<file path="config.mk">
export PLATFORM = sky130hd
export DESIGN_NAME = pc_sequencer_flat
export DESIGN_NICKNAME = d
export VERILOG_FILES = /design/src/rtl/pc_sequencer_if.sv /design/src/rtl/pc_sequencer.sv /design/src/flat_wrapper.sv
export SDC_FILE = /design/constraint.sdc
export NUM_CORES = 1
export LEC_CHECK = 0
export BUFFER_PORTS_ARGS = -buffer_cell sky130_fd_sc_hd__buf_2
export CAP_MARGIN = 20
export CORE_MARGIN = 4
export CORE_UTILIZATION = 53
export DETAILED_ROUTE_END_ITERATION = 6
export GPL_ROUTABILITY_DRIVEN = 0
export PLACE_DENSITY_LB_ADDON = 0.08
export SYNTH_ARGS = -nofsm -noshare
export SYNTH_HDL_FRONTEND = slang
export SYNTH_SLANG_ARGS = --single-unit
</file>
<file path="constraint.sdc">
create_clock -name Clk -period 2.5 [get_ports Clk]
set_input_delay 0.375 -clock Clk [delete_from_list [all_inputs] [get_ports Clk]]
set_output_delay 0.375 -clock Clk [all_outputs]
set_load 0.02 [all_outputs]
</file>
<file path="src/rtl/pc_sequencer_if.sv">
// Fetch-stage PC sequencer bus: hazard/redirect requests in, fetch PC and debug state out.
interface pc_sequencer_if #(
  parameter int unsigned DW = 32
);
  logic          PCWrite;
  logic          TrapReq;
  logic          BranchTaken;
  logic [DW-1:0] BranchTarget;
  logic          JumpEn;
  logic [DW-1:0] JumpTarget;
  logic [DW-1:0] PCResult;
  logic [DW-1:0] PCPlusInc;
  logic          RedirectPending;
  logic [DW-1:0] FetchCount;
  logic          MisalignErr;

  modport master (
    output PCWrite, TrapReq, BranchTaken, BranchTarget, JumpEn, JumpTarget,
    input  PCResult, PCPlusInc, RedirectPending, FetchCount, MisalignErr
  );

  modport slave (
    input  PCWrite, TrapReq, BranchTaken, BranchTarget, JumpEn, JumpTarget,
    output PCResult, PCPlusInc, RedirectPending, FetchCount, MisalignErr
  );
endinterface

</file>
<file path="src/rtl/pc_sequencer.sv">
// Fetch PC select (trap > branch > jump > held redirect > PC+INC); redirects land one edge after acceptance.
// PCWrite=0 stalls and parks redirects (TrapReq still applies); optional PC_ALIGN_CHECK_EN traps misaligned targets.
module pc_sequencer #(
  parameter int unsigned   DW         = 32,
  parameter logic [DW-1:0] RESET_PC   = '0,
  parameter int unsigned   INC        = 4,
  parameter logic [31:0]   TRAP_VEC   = 32'h0000_0100,
  parameter int unsigned   ALIGN_BITS = 2
) (
  input logic           Clk,
  input logic           PCReset_n,
  pc_sequencer_if.slave bus
);

  localparam logic [DW-1:0] TRAP_PC    = DW'(TRAP_VEC);
  localparam logic [DW-1:0] INC_V      = DW'(INC);
  localparam logic [DW-1:0] ONE        = DW'(1);
  localparam logic [DW-1:0] ALIGN_MASK = DW'((64'd1 << ALIGN_BITS) - 64'd1);
`ifdef PC_ALIGN_CHECK_EN
  localparam bit ALIGN_CHK = 1'b1;
`else
  localparam bit ALIGN_CHK = 1'b0;
`endif

  typedef enum logic {RUN, HOLD} state_t;
  typedef enum logic {CLS_JUMP, CLS_BRANCH} cls_t;

  typedef struct packed {
    cls_t          cls;
    logic [DW-1:0] tgt;
  } pend_t;

  state_t        state_q, state_d;
  pend_t         pend_q, pend_d;
  logic [DW-1:0] pc_q, pc_d;
  logic [DW-1:0] cnt_q, cnt_d;
  logic          mis_q, mis_d;
  logic          load;
  logic [DW-1:0] load_tgt;
  logic          jump_ok;

  // A new jump may only displace a held jump, never a held branch.
  assign jump_ok = bus.JumpEn && !(state_q == HOLD && pend_q.cls == CLS_BRANCH);

  always_ff @(posedge Clk or negedge PCReset_n) begin
    if (!PCReset_n) begin
      state_q <= RUN;
      pend_q  <= '0;
      pc_q    <= RESET_PC;
      cnt_q   <= '0;
      mis_q   <= 1'b0;
    end else begin
      state_q <= state_d;
      pend_q  <= pend_d;
      pc_q    <= pc_d;
      cnt_q   <= cnt_d;
      mis_q   <= mis_d;
    end
  end

  always_comb begin
    state_d  = state_q;
    pend_d   = pend_q;
    pc_d     = pc_q;
    cnt_d    = cnt_q;
    mis_d    = 1'b0;
    load     = 1'b0;
    load_tgt = pc_q;

    if (bus.TrapReq) begin
      pc_d    = TRAP_PC;
      pend_d  = '0;
      state_d = RUN;
      cnt_d   = cnt_q + ONE;
    end else if (bus.PCWrite) begin
      cnt_d   = cnt_q + ONE;
      state_d = RUN;
      pend_d  = '0;
      if (bus.BranchTaken) begin
        load     = 1'b1;
        load_tgt = bus.BranchTarget;
      end else if (jump_ok) begin
        load     = 1'b1;
        load_tgt = bus.JumpTarget;
      end else if (state_q == HOLD) begin
        load     = 1'b1;
        load_tgt = pend_q.tgt;
      end else begin
        pc_d = pc_q + INC_V;
      end
    end else begin
      if (bus.BranchTaken) begin
        pend_d.cls = CLS_BRANCH;
        pend_d.tgt = bus.BranchTarget;
        state_d    = HOLD;
      end else if (jump_ok) begin
        pend_d.cls = CLS_JUMP;
        pend_d.tgt = bus.JumpTarget;
        state_d    = HOLD;
      end
    end

    // Alignment is judged on the target actually applied, so held targets are checked at release.
    if (load) begin
      if (ALIGN_CHK && |(load_tgt & ALIGN_MASK)) begin
        pc_d  = TRAP_PC;
        mis_d = 1'b1;
      end else begin
        pc_d = load_tgt;
      end
    end
  end

  assign bus.PCResult        = pc_q;
  assign bus.PCPlusInc       = pc_q + INC_V;
  assign bus.RedirectPending = (state_q == HOLD);
  assign bus.FetchCount      = cnt_q;
  assign bus.MisalignErr     = mis_q;

endmodule

</file>
<file path="src/flat_wrapper.sv">
// flat-port wrapper written by rule: the top's interface ports become plain ports
module pc_sequencer_flat 
#(
  parameter int unsigned   DW         = 32,
  parameter logic [DW-1:0] RESET_PC   = '0,
  parameter int unsigned   INC        = 4,
  parameter logic [31:0]   TRAP_VEC   = 32'h0000_0100,
  parameter int unsigned   ALIGN_BITS = 2
)
  (Clk, PCReset_n, bus_PCWrite, bus_TrapReq, bus_BranchTaken, bus_BranchTarget, bus_JumpEn, bus_JumpTarget, bus_PCResult, bus_PCPlusInc, bus_RedirectPending, bus_FetchCount, bus_MisalignErr);
  pc_sequencer_if #(.DW(DW)) bus_i ();
  input logic Clk;
  input logic PCReset_n;
  input wire logic [$bits(bus_i.PCWrite)-1:0] bus_PCWrite;
  input wire logic [$bits(bus_i.TrapReq)-1:0] bus_TrapReq;
  input wire logic [$bits(bus_i.BranchTaken)-1:0] bus_BranchTaken;
  input wire logic [$bits(bus_i.BranchTarget)-1:0] bus_BranchTarget;
  input wire logic [$bits(bus_i.JumpEn)-1:0] bus_JumpEn;
  input wire logic [$bits(bus_i.JumpTarget)-1:0] bus_JumpTarget;
  output wire logic [$bits(bus_i.PCResult)-1:0] bus_PCResult;
  output wire logic [$bits(bus_i.PCPlusInc)-1:0] bus_PCPlusInc;
  output wire logic [$bits(bus_i.RedirectPending)-1:0] bus_RedirectPending;
  output wire logic [$bits(bus_i.FetchCount)-1:0] bus_FetchCount;
  output wire logic [$bits(bus_i.MisalignErr)-1:0] bus_MisalignErr;
  assign bus_i.PCWrite = bus_PCWrite;
  assign bus_i.TrapReq = bus_TrapReq;
  assign bus_i.BranchTaken = bus_BranchTaken;
  assign bus_i.BranchTarget = bus_BranchTarget;
  assign bus_i.JumpEn = bus_JumpEn;
  assign bus_i.JumpTarget = bus_JumpTarget;
  assign bus_PCResult = bus_i.PCResult;
  assign bus_PCPlusInc = bus_i.PCPlusInc;
  assign bus_RedirectPending = bus_i.RedirectPending;
  assign bus_FetchCount = bus_i.FetchCount;
  assign bus_MisalignErr = bus_i.MisalignErr;
  pc_sequencer #(.DW(DW), .RESET_PC(RESET_PC), .INC(INC), .TRAP_VEC(TRAP_VEC), .ALIGN_BITS(ALIGN_BITS)) u_core (.Clk(Clk), .PCReset_n(PCReset_n), .bus(bus_i));
endmodule
</file>
Yosys cells after proc, flatten, opt, wreduce, memory -nomap -nowiden
Cells that the tools add are included.

storage, ports and cells
  register bits = 98
  input port bits = 70
  output and inout port bits = 98
  logic and storage cells = 45

operators by class
  add/subtract/negate cells = 2
  eq/ne operators = 6
  muxes and demuxes = 26
  reductions and logical operators = 6

operator list
  kind                                           count
  2-to-1 mux 32 bit                              13
  2-to-1 mux 33 bit                              4
  adder 32 x 1 -> 32 bit, second input constant  1
  adder 32 x 3 -> 32 bit, second input constant  1
  2-to-1 mux 1 bit                               9
  AND reduction 7 bit                            1
  != test 3 x 2 -> 1 bit, second input constant  2
  != test 2 bit, second input constant           2
  != test 4 x 3 -> 1 bit, second input constant  1
  nonzero test 4 bit                             1
  != test 3 bit, second input constant           1
  logical AND 1 bit                              2
  nonzero test 2 bit                             1
  zero test 1 bit                                1

Depth between registers and ports, before layout
Gate-level depths: netlist of run 1.

  depth in word-level cells = 9
  gate-level depth with buffers = 7

Worst setup path before layout of run 1
Ideal clock, no wire load.

  path type = reg2out
  start = reg u_core.pc_q[3], in the netlist u_core.bus.PCResult[3]
  end = out bus_PCPlusInc[26]
  data arrival time = 1,923 ps
  slack = 202 ps
  stages on the path, launching flop included = 7
  path buffers = 1
  cells stage by stage = dfrtp_1 -> ha_1 -> and4_1 -> buf_2 -> nand2_1 -> nor4_2 -> xor2_1

between the ends
  cells in the longest elaborated chain, start to end = 1

ends and longest elaborated chain
  item                    RTL line             RTL
  from (decl)             pc_sequencer.sv:35   logic [DW-1:0] pc_q, pc_d;
  from (signal assigned)  pc_sequencer.sv:55   pc_q <= pc_d;
  adder 32 x 3 -> 32 bit  pc_sequencer.sv:115  assign bus.PCPlusInc = pc_q + INC_V;
  to (decl)               flat_wrapper.sv:21   output wire logic [$bits(bus_i.PCPlusInc)-1:0] bus_PCPlusInc;

No other way between the ends.

Worst setup path in the final report of run 1
  start = reg u_core.pc_q[16], in the netlist u_core.bus.PCResult[16]
  end = out bus_PCPlusInc[26]

The elaborated chain is that of the path after synthesis.

==> metrics, run 1 <==
1st-iter DRT viols=approximately 490; fin crit share=a little over nine tenths; Worst IR Drop VDD=around 0.00035 V; type of the worst min-delay path=input port to async pin; DRT antenna net count=0; crit path capture type=primary output; vias in the first global route=about 5,600; Cell variety after synth=69; Initial Util=a little over half; DRC Markers=0; Post-synth ARST share=100%; sw frac=32.2%; Pint=2900 uW; Die H=114 um; reg2reg path depth=4; RSZ-0062 raised after global routing=yes; Core Area=10,900 um^2; diode count=0; share of layout cells above drive strength 1=33.2%; maximum fanout along the worst path=8; DIE WIDTH=approximately 110 um; Sink Count=between 90 and 100; flop2flop setup slack=0.48 ns; Mean Syn Cell Area=around 8.8 um^2; Max Cap Viol=0; Area Overhead vs Synth=25.8%; drt first pass iters=5; Inserted Clock Buffers=9; Fin. Hold Viols=0; Skew-Pair Late Insertion Delay=approximately 0.35 ns; port bufs=~170; Synthesis Warnings=0; first-pass GRT wire length=roughly 29 mm; Worst EP required=between 2 and 2.5 ns; clock power share=34.5%; #FFs+latches synth=98; Gate power share=22.3%; vias post-DR=5,872; most common cell after layout, fill and taps aside=buf_2; Hold Slack=just under 0.03 ns; initial antenna violation count=0; CTS clk-pin slew, worst paths=around 0.070 ns; Hold Buf Count CTS=0; Mapped Cells=about 680; CTS tree=yes; sequential share of the synthesized area=between 40% and 50%; arrival time at the worst endpoint=roughly 2.1 ns; Final WS setup=just under 0.05 ns; CTS Root Cell=clkbuf_16; H-tree depth=3; Clock Path Buffers=2; Flop pwr share=roughly 43%; Ports=168; Worst setup SP type=flop; Tot GR Track Use=roughly 28%; Max Transition Viols Final=0; leakage=0.00371 uW; post-layout min period=2.45 ns; Setup CP Type=flop to primary output; pwr dens=570 nW/um^2; worst r2r src=u_core.bus.RedirectPending; Primary FF master, synth=dfrtp_1; routed len/inst=around 18 um; via/cell ratio=about 5.9; hpwl dp=13.4 mm; row count=38; largest net degree at the start of global routing=99; Detailed Route WL=18.3 mm; Max Fclk=0.408 GHz; Sw Pwr=approximately 1400 uW; nets@finish=between 900 and 1,000; die area=around 13,000 um^2; number of flops mapped to enable cells by yosys=0; Slew @ Worst Pin=~0.79 ns; Mapped Area=just under 6000 um^2; global route overflow=0; slew margin rel.=45.9%; run status=finished, final reports clean; reg2reg end=u_core.bus.PCResult[11]; worst clock skew=around 0.0065 ns; pre-CTS setup slack=0.271 ns; endpoints failing setup=0; most frequent cells in the layout=buf_2, nand2_1, dfrtp_1; Mapped Nets=around 750
-- registers in the layout, indices dropped and copies added (netlist names) --
name,count
u_core.bus.FetchCount,32
u_core.pend_q,33
u_core.bus.RedirectPending,1
u_core.bus.PCResult,32
-- per-layer routing --
metal | part of all wire (%) | global-route usage, % | up-vias
met5 | 0 | 0 | -
met4 | 2.2 | 9.74 | 0
met3 | 9.1 | 4.81 | 37
met2 | 45 | 41.4 | 291
met1 | 44 | 41.8 | 2800
li1 | - | - | 2744
-- timing repair --
item | 4_1_cts | 5_1_grt
resized for setup | 10 | 16
pin swaps | 1 | 8
gates cloned | 0 | 0
setup buffers | 2 | 13
setup endpoints to repair | 11 | 15
-- worst max-delay path, stage by stage, from the launching register on --
cell and delay (ns):
dfrtp_2 0.45, and4_1 0.28, nand3_2 0.21, nor4_4 0.40, xor2_1 0.20, buf_2 0.19
-- synth_stat cells, drive strengths merged, types with 3 or more instances --
| cell | count | share of area, % |
|---|---|---|
| a211oi | 10 | 1.3 |
| a21oi | 24 | 2.0 |
| a31oi | 6 | 0.63 |
| and2 | 5 | 0.52 |
| and3 | 12 | 1.3 |
| and4 | 5 | 0.73 |
| buf | 25 | 2.3 |
| clkbuf | 27 | 1.7 |
| dfrtp | 98 | 41 |
| inv | 14 | 0.88 |
| mux2 | 5 | 0.94 |
| mux2i | 17 | 2.9 |
| nand2 | 89 | 5.7 |
| nand2b | 11 | 1.2 |
| nand3 | 39 | 3.6 |
| nand4 | 34 | 4.2 |
| nand4b | 3 | 0.44 |
| nor2 | 70 | 4.5 |
| nor2b | 4 | 0.42 |
| nor3 | 20 | 2.2 |
| nor4 | 22 | 3.5 |
| o21ai | 29 | 2.4 |
| o221ai | 4 | 0.69 |
| o22ai | 4 | 0.42 |
| o31a | 3 | 0.44 |
| or3 | 4 | 0.42 |
| xnor2 | 36 | 5.3 |
| xor2 | 23 | 3.4 |
-- worst max-delay path by stage --
stage | from | to | slack [ns]
final | u_core.bus.PCResult[16] | bus_PCPlusInc[26] | 0.05
after global routing | u_core.bus.PCResult[13] | bus_PCPlusInc[29] | -0.03
after CTS | u_core.bus.PCResult[16] | bus_PCPlusInc[30] | -0.03
after detailed placement | u_core.bus.PCResult[7] | bus_PCPlusInc[31] | 0.27
after global placement | u_core.bus.PCResult[7] | bus_PCPlusInc[31] | 0.32
after floorplan | u_core.bus.PCResult[3] | bus_PCPlusInc[26] | 0.20
-- cell families after synthesis --
kind of cell / Yosys count / synth area share, %
xor gates and xnor gates: 59 / 8.67
DFF: 98 / 41.1
buffers and inverters: 67 / 4.95
adders and majority gates: 2 / 0.420
AOI/OAI and AO/OA: 105 / 11.6
muxes: 22 / 3.80
and+or+nand+nor: 321 / 29.4
other: 1 / 0.0629
-- through the flow --
| step | utilization (%) | cell area, um^2 | power (uW) | TNS, ns | std cells |
|---|---|---|---|---|---|
| after floorplan | - | 5960 | 2430 | 0 | 675 |
| after global placement | 64.0 | 7000 | 2790 | 0 | 962 |
| after detailed placement | 64.0 | 7000 | 2800 | 0 | 962 |
| after CTS | 67.3 | 7360 | 4270 | -0.0522 | 980 |
| after global routing | 68.6 | 7500 | 4450 | -0.112 | 993 |
| final | 68.6 | 7500 | 4280 | 0 | 993 |
-- cell type report --
class	instances	area, um^2
Inverter	15	56.3
Timing Repair Buffer	214	1210
Fill cell	909	3440
Clock buffer	11	253
Multi-Input combinational cell	510	3270
Tap cell	140	175
Sequential cell	98	2470
Clock inverter	5	61.3
-- power groups by stage --
| stage | combinational, uW | sequential [uW] | clock, uW |
|---|---|---|---|
| after floorplan | 472 | 1950 | 0 |
| after global placement | 920 | 1870 | 0 |
| after detailed placement | 931 | 1870 | 0 |
| after CTS | 936 | 1840 | 1490 |
| after global routing | 1030 | 1870 | 1550 |
| final | 954 | 1850 | 1480 |
No activity file was read; power rests on OpenSTA's default activity.
==> inputs of run 2 (changes only) <==
--- a/config.mk
+++ b/config.mk
@@ -12,6 +12,7 @@
 export DETAILED_ROUTE_END_ITERATION = 6
 export GPL_ROUTABILITY_DRIVEN = 0
 export PLACE_DENSITY_LB_ADDON = 0.08
+export RECOVER_POWER = 25
 export SYNTH_ARGS = -nofsm -noshare
 export SYNTH_HDL_FRONTEND = slang
 export SYNTH_SLANG_ARGS = --single-unit
==> run 2 against run 1 <==
Compared with the run above: die area unchanged; combinational power about the same; clock-buffer cell count unchanged; total power about the same; maximum frequency about the same; setup slack worse by 0.0019 ns; final cell count unchanged; routed wire length up 0.20%; sequential share of layout area up 0.055 points; critical endpoint unchanged.
==> metrics, run 2 (synthesis results as in run 1) <==
run status=finished, final reports clean; M2 GR Usage=between 40 and 50%; Pint=slightly below 3000 uW; grt met3 use=4.81%; diode count=0; Area Overhead vs Synth=25.6%; HP Start=bus_BranchTarget[0]; global route overflow=0; Setup CP Type=flop to primary output; Flop pwr share=43.3%; drt first pass iters=6; clock power share=approximately a third; Worst EP required=between 2 and 2.5 ns; Crit path max-delay family=simple AND/OR/NAND/NOR gates; worst clock skew=approximately 0.0073 ns; type of the worst min-delay path=input port to flop; most common cell after layout, fill and taps aside=buf_2; Gate power share=between 20% and 30%; port bufs=about 170; Fin. Hold Viols=0; Hold Buf Count CTS=0; Max Fclk=roughly 0.41 GHz; DRC Markers=0; hpwl dp=roughly 13 mm; Skew-Pair Late Insertion Delay=0.35 ns; nets@finish=920; Slew @ Worst Pin=1.36 ns; Tot GR Track Use=between 20% and 30%; CTS clk-pin slew, worst paths=0.07 ns; max reg flops=33; Biggest register=u_core.pend_q; H-tree depth=3; pwr dens=between 500 and 600 nW/um^2; Max Transition Viols Final=0; hold path depth=3; post-layout min period=about 2.5 ns; Inserted Clock Buffers=9; Final Cell Area=about 7500 um^2; reg2reg end=u_core.bus.PCResult[12]; DRT antenna net count=0; sw frac=around a third; Non-Filler Instances=around 1,000; crit path max-delay cell type=dfrtp_2; share of layout cells above drive strength 1=~33%; GR peak layer=met1; Initial Util=54.5%; maximum fanout along the worst path=8; dpl cells=962; most frequent cells in the layout=buf_2, nand2_1, dfrtp_1; Die H=between 100 and 150 um; first-pass GRT wire length=approximately 29 mm; RSZ-0062 raised after global routing=yes; Setup TNS=0 ns; Worst IR Drop VDD=between 0.0003 and 0.0004 V; endpoints failing setup=0; Detailed Route WL=around 18 mm; number of fill cells=910; Clock Path Buffers=2; Core Area=approximately 11,000 um^2; CTS tree=yes; Max Cap Viol=0; flop2flop setup slack=0.44 ns; peak per-stage delay on the critical path=approximately 0.45 ns; WHS Endpoint=u_core.pend_q[0]; CTS Root Cell=clkbuf_16; largest net degree at the start of global routing=99; total chip power=4270 uW; row count=38; dpl cell area=around 7000 um^2; Worst setup SP type=flop; vias in the first global route=approximately 5,600; arrival time at the worst endpoint=about 2.1 ns; DIE WIDTH=114 um; leakage=between 0.003 and 0.004 uW; vias post-DR=between 5,000 and 6,000; worst path cell trace=and4_1 > nand3_2 > nor4_4 > xor2_1 > buf_2; routed len/inst=approximately 18 um; fin crit share=around 98%; crit path capture type=primary output; via/cell ratio=slightly below 6; die area=roughly 13,000 um^2; reg2reg path depth=6; Sink Count=98; M1 GR Usage=around two fifths; CP Buf/Inv Count=1; 1st-iter DRT viols=about 440; Ports=between 150 and 200; worst r2r src=u_core.bus.RedirectPending; slew margin rel.=9.17%; Sw Pwr=roughly 1400 uW; initial antenna violation count=0
run 2: layer usage:
metal / vias to the layer above / routed length, um
li1: 2743 / -
met1: 2809 / 8000
met2: 327 / 8280
met3: 38 / 1650
met4: 0 / 420
met5: - / 0
run 2: cell type report:
| type | instances | area (um^2) | share of cell area [%] |
|---|---|---|---|
| Clock inverter | 5 | 61.3 | 0.819 |
| Inverter | 15 | 56.3 | 0.752 |
| Multi-Input combinational cell | 510 | 3270 | 43.7 |
| Tap cell | 140 | 175 | 2.34 |
| Clock buffer | 11 | 253 | 3.38 |
| Timing Repair Buffer | 214 | 1200 | 16.0 |
| Sequential cell | 98 | 2470 | 33.0 |
run 2: power by group through the flow:
stage / combinational (uW) / clock, uW / sequential [uW]
2_1_floorplan: 472 / 0 / 1950
3_3_place_gp: 920 / 0 / 1870
3_5_place_dp: 931 / 0 / 1870
4_1_cts: 936 / 1490 / 1840
5_1_grt: 1030 / 1550 / 1870
6_report: 951 / 1470 / 1850
run 2: how the worst max path moves through the flow:
| stage | start | endpoint | slack, ns | cells past startpoint |
|---|---|---|---|---|
| 3_5_place_dp | u_core.bus.PCResult[7] | bus_PCPlusInc[31] | 0.27 | 5 |
| 5_1_grt | u_core.bus.PCResult[13] | bus_PCPlusInc[29] | -0.03 | 6 |
| 4_1_cts | u_core.bus.PCResult[16] | bus_PCPlusInc[30] | -0.03 | 5 |
| 3_3_place_gp | u_core.bus.PCResult[7] | bus_PCPlusInc[31] | 0.32 | 5 |
| 2_1_floorplan | u_core.bus.PCResult[3] | bus_PCPlusInc[26] | 0.20 | 6 |
| 6_report | u_core.bus.PCResult[16] | bus_PCPlusInc[26] | 0.05 | 5 |
run 2: repair_timing:
action | CTS | global route
resized for setup | 10 | 16
pin swaps | 1 | 8
setup buffers | 2 | 13
setup endpoints to repair | 11 | 15
run 2: through the flow:
stage	hold slack (ns)	worst slack, ns	util, %
after floorplan	0.0794	0.202	-
after global placement	0.456	0.319	64.0
after detailed placement	0.464	0.271	64.0
after CTS	0.107	-0.0335	67.3
after global routing	0.323	-0.0350	68.5
final	0.299	0.0474	68.5
run 2: worst register-to-register path: stages, from the launching register on:
cell	delay, ns
dfrtp_1	0.46
a21boi_2	0.47
buf_4	0.25
nand2_1	0.08
a21oi_1	0.17
o21ai_0	0.22
a311oi_1	0.31
==> inputs of run 3 (changes only) <==
--- a/config.mk
+++ b/config.mk
@@ -7,8 +7,10 @@
 export LEC_CHECK = 0
 export BUFFER_PORTS_ARGS = -buffer_cell sky130_fd_sc_hd__buf_2
 export CAP_MARGIN = 20
+export CELL_PAD_IN_SITES_DETAIL_PLACEMENT = 1
+export CELL_PAD_IN_SITES_GLOBAL_PLACEMENT = 2
 export CORE_MARGIN = 4
-export CORE_UTILIZATION = 53
+export CORE_UTILIZATION = 31
 export DETAILED_ROUTE_END_ITERATION = 6
 export GPL_ROUTABILITY_DRIVEN = 0
 export PLACE_DENSITY_LB_ADDON = 0.08
==> run 3 against run 2 <==
Compared with the run above: final area grew 4.2%; total power grew 0.44%; die area up 65%; clock power barely moved; global-route usage fell by 6.8 points; sequential power barely moved; maximum frequency shrank 0.24%; non-clock buffer count is 17 higher; hold slack got worse by 0.015 ns; sequential share of layout area shrank 1.3 points; largest cell class unchanged.
==> metrics, run 3 (synthesis results as in run 1) <==
nets@finish=approximately 940; Final WS setup=roughly 0.042 ns; fin crit share=around 98%; total chip power=4290 uW; DRC Markers=0; number of fill cells=around 2,300; crit path max-delay cell type=dfrtp_2; slew margin rel.=3.64%; run status=finished, final reports clean; DRT antenna net count=0; Die H=147 um; Setup TNS=0 ns; vias post-DR=about 5,800; global route overflow=0; DIE WIDTH=roughly 150 um; Worst IR Drop VDD=between 0.0003 and 0.0004 V; most common cell after layout, fill and taps aside=buf_2; pwr dens=~550 nW/um^2; peak per-stage delay on the critical path=0.45 ns; maximum fanout along the worst path=7; pre-CTS setup slack=around 0.23 ns; Setup CP Type=flop to primary output; Area Overhead vs Synth=30.9%; Sink Count=98; largest net degree at the start of global routing=50; endpoints failing setup=0; via/cell ratio=5.12; Tot GR Track Use=about a fifth; Core Area=~19,000 um^2; DR top layer=met4; type of the worst min-delay path=input port to flop; most frequent cells in the layout=buf_2, nand2_1, dfrtp_1; row count=50; first-pass GRT wire length=between 30 and 40 mm; H-tree depth=3; hpwl dp=approximately 17 mm; area taken by multi-input logic gates=approximately 3300 um^2; 1st-iter DRT viols=251; vias in the first global route=roughly 6,000; wire length on met3=between 1 and 1.5 mm; initial antenna violation count=0; Seq. cell area=around 2500 um^2; Ports=about 170; Detailed Route WL=roughly 23 mm; Skew-Pair Late Insertion Delay=0.36 ns; Biggest register=u_core.pend_q; share of layout cells above drive strength 1=about a third; routed len/inst=~20 um; CTS clk-pin slew, worst paths=approximately 0.080 ns; CTS Root Cell=clkbuf_16; Final Cell Area=~8000 um^2; worst clock skew=between 0.008 and 0.009 ns; port bufs=between 150 and 200; Max Fclk=roughly 0.4 GHz; CTS tree=yes; Slew @ Worst Pin=~1.4 ns; arrival time at the worst endpoint=around 2.1 ns; worst path cell trace=nand4_4 > nor4_4 > nand4_1 > xnor2_1 > buf_4; Fin. Hold Viols=0; crit path capture type=primary output; post-layout min period=~2.5 ns; Worst setup SP type=flop; leakage=0.00380 uW; RSZ-0062 raised after global routing=yes; Inserted Clock Buffers=9; die area=21,500 um^2; Max Transition Viols Final=0; Initial Util=a little under a third; Worst EP required=roughly 2.1 ns; DRT met1 WL=about 11 mm; Clock Path Buffers=2; dpl cell area=a little over 7000 um^2; Max Cap Viol=0; WL met2=10.6 mm; drt first pass iters=4; max reg flops=33; diode count=0
==> run 3: cell count changes in the layout (fill, tap and decap cells not counted), sizes merged, moves of 2 or more <==
cell / change
buf: +16
inv: +2
clkinv: +2
clkinvlp: -2
==> run 3: per-stage QoR <==
step	std cells	hold WS, ns	utilization [%]
3_3_place_gp	1092	0.307	38.5
2_1_floorplan	675	0.0794	-
3_5_place_dp	1092	0.310	38.5
4_1_cts	1116	0.277	40.6
5_1_grt	1130	0.303	41.4
6_report	1130	0.285	41.4
==> run 3: final timing paths <==
kind	startpoint	end	slack, ns	cells after the start
max reg2reg	u_core.bus.RedirectPending	u_core.bus.PCResult[8]	0.28	5
min reg2reg	u_core.bus.FetchCount[31]	u_core.bus.FetchCount[31]	0.47	1
max in group asynchronous	PCReset_n	u_core.pend_q[30]	0.45	3
min in group asynchronous	PCReset_n	u_core.bus.PCResult[14]	0.89	2
max	u_core.bus.PCResult[8]	bus_PCPlusInc[30]	0.04	5
min	bus_BranchTarget[1]	u_core.pend_q[1]	0.28	3
==> run 3: layout make-up <==
type | count | area share (%)
sequential | 98 | 31.7
tap | 260 | 4.17
clock inverter | 6 | 0.722
timing repair buffer | 231 | 17.5
inverter | 15 | 0.722
clock buffer | 10 | 3.06
multi-input combinational | 510 | 42.2
==> run 3: timing repair <==
action / CTS / global route
hold buffers: 1 / 0
setup endpoints to repair: 14 / 14
gates resized for setup: 14 / 24
setup buffers: 7 / 14
pin swaps: 6 / 8
endpoints found under the hold margin: 20 / 0
==> run 3: report_power, final <==
part | switching (uW) | internal, uW | total, uW
clock | 722 | 726 | 1450
combinational | 632 | 372 | 1000
sequential | 138 | 1700 | 1840
total | 1490 | 2800 | 4290
==> run 3: layer usage <==
metal,GRT usage (%),vias to the layer above
met3,2.79,20
li1,-,2765
met5,0,-
met1,30.6,2853
met4,4.94,0
met2,33.9,143
==> run 3: worst max-delay path, delay by kind of cell, from the launching register on <==
kind | cells | cell delay, ns
flops | 1 | 0.45
simple gates | 3 | 0.90
buf+inv | 1 | 0.18
xor+xnor | 1 | 0.20
